## src/rtl/channel_in_acc_ctrl_pkg.sv

```systemverilog
// Shared types and helpers for the channel-input accumulator controller.
package channel_in_acc_ctrl_pkg;

    // Widest lane-packed vector the per-lane adder accepts.
    localparam int MAX_VEC_W = 512;

    typedef enum logic [1:0] {
        ST_IDLE  = 2'd0,
        ST_RUN   = 2'd1,
        ST_DRAIN = 2'd2,
        ST_DONE  = 2'd3
    } state_e;

    // Tag carried alongside each beat while it travels through the adder tree.
    typedef struct packed {
        logic valid;
        logic first;
        logic last;
    } beat_t;

    // Each lane holds the sum of two base-width products.
    function automatic int lane_width(input int width_data_out);
        return 2 * width_data_out;
    endfunction

    // Lane-wise modular add: the carry chain restarts at every lane boundary.
    function automatic logic [MAX_VEC_W-1:0] add_lanes(
        input logic [MAX_VEC_W-1:0] a,
        input logic [MAX_VEC_W-1:0] b,
        input int                   lane_w
    );
        logic [MAX_VEC_W-1:0] s;
        logic                 c;
        s = '0;
        c = 1'b0;
        for (int i = 0; i < MAX_VEC_W; i++) begin
            if (i % lane_w == 0) c = 1'b0;
            s[i] = a[i] ^ b[i] ^ c;
            c    = (a[i] & b[i]) | (c & (a[i] ^ b[i]));
        end
        return s;
    endfunction

endpackage

```

## src/rtl/channel_in_acc_ctrl_acc_out_fifo.sv

```systemverilog
// Small synchronous FIFO holding completed pixel sums; head is shown on dout.
module acc_out_fifo #(
    parameter int DATA_W = 32,
    parameter int DEPTH  = 4
) (
    input  logic              clk,
    input  logic              rst,
    input  logic              push,
    input  logic [DATA_W-1:0] din,
    input  logic              pop,
    output logic [DATA_W-1:0] dout,
    output logic              full,
    output logic              empty
);

    localparam int AW = (DEPTH > 1) ? $clog2(DEPTH) : 1;
    localparam int CW = $clog2(DEPTH + 1);

    logic [DATA_W-1:0] mem_q [DEPTH];
    logic [AW-1:0]     wr_ptr_q, rd_ptr_q;
    logic [CW-1:0]     count_q;
    logic              do_push, do_pop;

    function automatic logic [AW-1:0] ptr_next(input logic [AW-1:0] p);
        return (p == AW'(DEPTH - 1)) ? '0 : p + AW'(1);
    endfunction

    assign empty   = (count_q == '0);
    assign full    = (count_q == CW'(DEPTH));
    assign do_pop  = pop && !empty;
    // A pop in the same cycle frees the slot, so a full FIFO still takes a push.
    assign do_push = push && (!full || do_pop);
    assign dout    = mem_q[rd_ptr_q];

    // Storage, pointers and occupancy.
    // NOTE: sequential state uses non-blocking (<=) so every register samples pre-edge values.
    always_ff @(posedge clk or posedge rst) begin
        if (rst) begin
            // NOTE: the storage is reset because its head drives m_data, which must read 0 out of reset.
            for (int i = 0; i < DEPTH; i++) mem_q[i] <= '0;
            wr_ptr_q <= '0;
            rd_ptr_q <= '0;
            count_q  <= '0;
        end else begin
            if (do_push) begin
                mem_q[wr_ptr_q] <= din;
                wr_ptr_q        <= ptr_next(wr_ptr_q);
            end
            if (do_pop) rd_ptr_q <= ptr_next(rd_ptr_q);
            case ({do_push, do_pop})
                2'b10:   count_q <= count_q + CW'(1);
                2'b01:   count_q <= count_q - CW'(1);
                default: count_q <= count_q;
            endcase
        end
    end

endmodule

```

## src/rtl/channel_in_acc_ctrl.sv

```systemverilog
// Issues channel-group beats into the adder tree, tracks them through its
// latency, accumulates per-lane partial sums and queues finished pixels.
module channel_in_acc_ctrl
    import channel_in_acc_ctrl_pkg::*;
#(
    parameter int PICTURE_NUM    = 8,
    parameter int WIDTH_DATA_OUT = 16,
    parameter int TREE_LAT       = 4,
    parameter int OUT_DEPTH      = 4,
    parameter int CI_W           = 8,
    parameter int PIX_W          = 16
) (
    input  logic                                  clk,
    input  logic                                  rst,
    input  logic                                  start,
    input  logic [CI_W-1:0]                       cfg_ci_times,
    input  logic [PIX_W-1:0]                      cfg_pix_num,
    input  logic                                  s_valid,
    output logic                                  s_ready,
    input  logic [PICTURE_NUM*WIDTH_DATA_OUT*2-1:0] tree_data,
    output logic                                  m_valid,
    input  logic                                  m_ready,
    output logic [PICTURE_NUM*WIDTH_DATA_OUT*2-1:0] m_data,
    output logic                                  busy,
    output logic                                  done
);

    localparam int LANE_W = lane_width(WIDTH_DATA_OUT);
    localparam int DATA_W = PICTURE_NUM * LANE_W;
    localparam int CRED_W = $clog2(OUT_DEPTH + 1);

    state_e                     state_q, state_d;
    logic [CI_W-1:0]            ci_times_q, ci_cnt_q;
    logic [PIX_W-1:0]           pix_num_q, pix_cnt_q;
    logic [CRED_W-1:0]          credits_q;
    beat_t [TREE_LAT-1:0]       sr_q;
    beat_t                      head;
    logic                       sr_empty;
    logic [DATA_W-1:0]          acc_q, push_data_q, lane_sum;
    logic                       push_q;
    logic                       accept, pop, ci_last, pix_last;
    logic                       fifo_full, fifo_empty;

    assign ci_last  = (ci_cnt_q == ci_times_q - CI_W'(1));
    assign pix_last = (pix_cnt_q == pix_num_q - PIX_W'(1));
    // Only a pixel-closing beat needs a free FIFO slot reserved for it.
    assign s_ready  = (state_q == ST_RUN) && ((credits_q != '0) || !ci_last);
    assign accept   = s_valid && s_ready;
    assign pop      = m_valid && m_ready;
    assign m_valid  = !fifo_empty;
    assign busy     = (state_q != ST_IDLE);
    assign done     = (state_q == ST_DONE);
    assign head     = sr_q[TREE_LAT-1];
    assign lane_sum = DATA_W'(add_lanes(MAX_VEC_W'(acc_q), MAX_VEC_W'(tree_data), LANE_W));

    // State register.
    always_ff @(posedge clk or posedge rst) begin
        if (rst) state_q <= ST_IDLE;
        else     state_q <= state_d;
    end

    // Next-state logic.
    always_comb begin
        // NOTE: state_d gets a default first so no path through the case infers a latch.
        state_d = state_q;
        case (state_q)
            ST_IDLE:  if (start) state_d = (cfg_pix_num == '0) ? ST_DONE : ST_RUN;
            ST_RUN:   if (accept && ci_last && pix_last) state_d = ST_DRAIN;
            ST_DRAIN: if (sr_empty && !push_q && fifo_empty) state_d = ST_DONE;
            ST_DONE:  state_d = ST_IDLE;
            default:  state_d = ST_IDLE;
        endcase
    end

    // Job configuration and channel-group / pixel counters.
    always_ff @(posedge clk or posedge rst) begin
        if (rst) begin
            ci_times_q <= '0;
            pix_num_q  <= '0;
            ci_cnt_q   <= '0;
            pix_cnt_q  <= '0;
        end else if (state_q == ST_IDLE && start) begin
            ci_times_q <= (cfg_ci_times == '0) ? CI_W'(1) : cfg_ci_times;
            pix_num_q  <= cfg_pix_num;
            ci_cnt_q   <= '0;
            pix_cnt_q  <= '0;
        end else if (accept) begin
            if (ci_last) begin
                ci_cnt_q  <= '0;
                pix_cnt_q <= pix_cnt_q + PIX_W'(1);
            end else begin
                ci_cnt_q  <= ci_cnt_q + CI_W'(1);
            end
        end
    end

    // Output-slot credits: reserved by a closing beat, returned by a pop.
    always_ff @(posedge clk or posedge rst) begin
        if (rst) begin
            credits_q <= CRED_W'(OUT_DEPTH);
        end else begin
            case ({accept && ci_last, pop})
                2'b10:   credits_q <= credits_q - CRED_W'(1);
                2'b01:   credits_q <= credits_q + CRED_W'(1);
                default: credits_q <= credits_q;
            endcase
        end
    end

    // Beat tags delayed to line up with the tree output.
    always_ff @(posedge clk or posedge rst) begin
        if (rst) begin
            sr_q <= '0;
        end else begin
            sr_q[0] <= '{valid: accept, first: (ci_cnt_q == '0), last: ci_last};
            for (int i = 1; i < TREE_LAT; i++) sr_q[i] <= sr_q[i-1];
        end
    end

    // True when no beat is still travelling through the tree.
    always_comb begin
        sr_empty = 1'b1;
        for (int i = 0; i < TREE_LAT; i++) if (sr_q[i].valid) sr_empty = 1'b0;
    end

    // Accumulate partial sums; a closing beat registers the pixel total for the FIFO.
    always_ff @(posedge clk or posedge rst) begin
        if (rst) begin
            acc_q       <= '0;
            push_q      <= 1'b0;
            push_data_q <= '0;
        end else begin
            push_q <= head.valid && head.last;
            if (head.valid) begin
                if (head.last) push_data_q <= head.first ? tree_data : lane_sum;
                else           acc_q       <= head.first ? tree_data : lane_sum;
            end
        end
    end

    acc_out_fifo #(
        .DATA_W (DATA_W),
        .DEPTH  (OUT_DEPTH)
    ) u_fifo (
        .clk   (clk),
        .rst   (rst),
        .push  (push_q),
        .din   (push_data_q),
        .pop   (pop),
        .dout  (m_data),
        .full  (fifo_full),
        .empty (fifo_empty)
    );

    // The credit scheme guarantees a slot for every pixel total.
    a_no_overflow: assert property (@(posedge clk) disable iff (rst) !(push_q && fifo_full && !pop));

endmodule
```

## config.mk

```make
export PLATFORM = sky130hd
export DESIGN_NAME = channel_in_acc_ctrl
export DESIGN_NICKNAME = d
export VERILOG_FILES = /design/src/rtl/channel_in_acc_ctrl_pkg.sv /design/src/rtl/channel_in_acc_ctrl_acc_out_fifo.sv /design/src/rtl/channel_in_acc_ctrl.sv
export SDC_FILE = /design/constraint.sdc
export NUM_CORES = 2
export LEC_CHECK = 0
export CORE_UTILIZATION = 40
export CTS_CLUSTER_DIAMETER = 120
export DETAILED_ROUTE_END_ITERATION = 16
export PLACE_DENSITY = 0.56
export SYNTH_ARGS = -nofsm -noshare
export SYNTH_HDL_FRONTEND = slang
export SYNTH_HIERARCHICAL = 1
export SYNTH_SLANG_ARGS = --single-unit
```

## constraint.sdc

```tcl
create_clock -name clk -period 42.6 [get_ports clk]
set_clock_uncertainty 0.05 [all_clocks]
set_input_delay 8.52 -clock clk [delete_from_list [all_inputs] [get_ports clk]]
set_output_delay 8.52 -clock clk [all_outputs]
set_load 0.005 [all_outputs]
```

==> impl_metrics.env <==
export IMPL_setup_viol=0
export IMPL_rows=158
export IMPL_vias=43063
export IMPL_slew_viol_final=0
export IMPL_core_area_sq_mm=0.185
export IMPL_dieArea_sq_mm=0.188
export IMPL_die_w_um=434
export IMPL_clk_pin_slew_ns=0.06
export IMPL_fillers=16324
export IMPL_path_delay_family="adder cells"
export IMPL_antenna_found_initial=36
export IMPL_grt_pass1_wl_um=290000
export IMPL_wl_um=184000
export IMPL_end_kind="flop"
export IMPL_hold_viol_final=0
export IMPL_cts_tree="yes"
export IMPL_worst_path_max_fanout=4
export IMPL_avgSynthCellArea_sq_um=14.2
export IMPL_ir_drop_uv=47.9
export IMPL_wl_per_cell_um=22.1
export IMPL_crit_top_cell="fa_1"
export IMPL_fin_crit_ns=21.42
export IMPL_arrival_ns=22.03
export IMPL_place_hpwl_um=118000
export IMPL_cts_buffers=178
export IMPL_io_pins=545
export IMPL_outcome="completed"
export IMPL_track_usage_pct=20.1
export IMPL_tns_ns=0
export IMPL_crit_type="input pin to flop"
export IMPL_holdBufCountCts=0
export IMPL_nNetsFinal=6253
export IMPL_fin_util_pct=47.4
export IMPL_tightest_slew_ns=1.08
export IMPL_instances_no_fill=8334
export IMPL_maxCapViolations=0
export IMPL_drtIter0Drc=2077
export IMPL_synth_nets=5797
export IMPL_drc_errors=0
export IMPL_area_growth_pct=17.6
export IMPL_power_w=0.00530
export IMPL_insertion_delay_ns=0.82
export IMPL_grt_pass1_vias=46936
export IMPL_path_buf_inv=3
export IMPL_p_leak_nw=41.2
export IMPL_max_stage_delay_ns=0.51
export IMPL_worstHoldPathType="flop to flop"
export IMPL_place_inst=8001
export IMPL_power_density_mw_per_mm2=60.4
export IMPL_clock_fmax_mhz=46.7
export IMPL_root_buffer="clkbuf_16"
export IMPL_htree_levels=4
export IMPL_gp_congestion=0.798
export IMPL_worstPathRequired_ns=43.21
export IMPL_drive_above_1_share_pct=28.5
export IMPL_die_height_um=434
export IMPL_grt_remaining_overflow=0
export IMPL_initial_core_util_pct=40.3
export IMPL_crit_slowest_cell="fa_1"
export IMPL_grt_max_degree=200
export IMPL_clock_sinks=1609
export IMPL_ant_nets=0
export IMPL_fin_crit_sh_pct=50.3
export IMPL_detail_route_vias_per_cell=5.17
export IMPL_slew_headroom_pct=27.7
export IMPL_syn_instance_count=5245
export IMPL_crit_path_start_kind="input pin"
export IMPL_io_buffers=544
export IMPL_post_cts_buffers=0
export IMPL_syn_area_sq_mm=0.0746
export IMPL_clk_path_buf_depth=3
export IMPL_first_pass_iters=5
export IMPL_cts_resized=0
export IMPL_rsz0062_at_grt="false"
export IMPL_ys_warn_count=6
cell usage in the layout, fill, tap and decap left out, types with 5 or more instances in the layout:
| cell type | instances |
|---|---|
| clkbuf_1 | 46 |
| nand3_1 | 16 |
| or2_2 | 6 |
| dfrtp_1 | 1605 |
| xnor2_1 | 39 |
| clkinvlp_4 | 5 |
| inv_1 | 56 |
| clkdlybuf4s50_1 | 544 |
| clkbuf_8 | 46 |
| o31ai_1 | 11 |
| a21oi_1 | 37 |
| mux2_2 | 1038 |
| nor2_1 | 47 |
| inv_6 | 5 |
| nor4_1 | 13 |
| nand2_1 | 600 |
| ha_1 | 25 |
| buf_12 | 10 |
| xor2_1 | 12 |
| nand4_1 | 7 |
| bufinv_16 | 8 |
| or3_1 | 6 |
| mux2i_1 | 253 |
| buf_4 | 51 |
| o21ai_0 | 520 |
| clkinv_2 | 24 |
| a211oi_1 | 5 |
| a31oi_1 | 10 |
| fa_1 | 242 |
| or4_1 | 8 |
| nand2b_1 | 16 |
| diode_2 | 9 |
| mux4_2 | 256 |
| nor3_1 | 15 |
| clkbuf_16 | 179 |
registers in the layout, summed over array words and instances, names as in the netlist, 3 cells and up:
| signal | flops |
|---|---|
| acc_q | 256 |
| ci_cnt_q | 8 |
| ci_times_q | 8 |
| credits_q | 3 |
| head | 3 |
| pix_cnt_q | 16 |
| pix_num_q | 16 |
| push_data_q | 256 |
| sr_q | 9 |
| u_fifo/count_q | 3 |
| u_fifo/mem_q | 1024 |
metal layers:
layer  global-route usage [%]  vias up  wire length [um]
li1                         -    19528                 -
met1                     26.0    22663             78900
met2                     35.0      598             95800
met3                     3.06      262              5550
met4                     5.27       12              3890
met5                        0        -                78
cell type report:
type | instances | area (sq um) | area share (%)
antenna | 9 | 22.5 | 0.0257
clock buffer | 271 | 5290 | 6.03
clock inverter | 53 | 658 | 0.750
inverter | 59 | 236 | 0.270
multi-input combinational | 3248 | 32100 | 36.6
sequential | 1609 | 40300 | 45.9
tap | 2480 | 3100 | 3.54
timing repair buffer | 605 | 6030 | 6.87
path summary, 6_finish.rpt:
path / start / endpoint / slack (ns) / depth (start not counted)
worst max-delay path: tree_data[64] / push_data_q[95] / 21.18 / 38
worst min-delay path: sr_q[0] / sr_q[3] / 0.30 / 0
worst max register to register: acc_q[64] / push_data_q[95] / 28.95 / 37
worst min register to register: sr_q[0] / sr_q[3] / 0.30 / 0
max in group asynchronous: rst / acc_q[48] / 31.13 / 5
min in group asynchronous: rst / u_fifo/mem_q[224] / 8.35 / 2
stage by stage:
stage               hold WS [ns]  instance area [sq um]  setup slack (ns)
floorplan                  0.281                  74600              5.02
global placement           0.284                  81700             20.45
detailed placement         0.285                  81700             20.43
CTS                        0.299                  87700             21.22
global route               0.313                  87700             20.77
finish                     0.298                  87700             21.18
power breakdown:
group | leakage (nW) | internal [W] | switching [W]
Combinational | 17.6 | 0.000777 | 0.000789
Clock | 2.91 | 0.000907 | 0.000642
Sequential | 20.7 | 0.00188 | 0.000304
Total | 41.2 | 0.00356 | 0.00174
No activity file was read; power rests on OpenSTA's default activity.
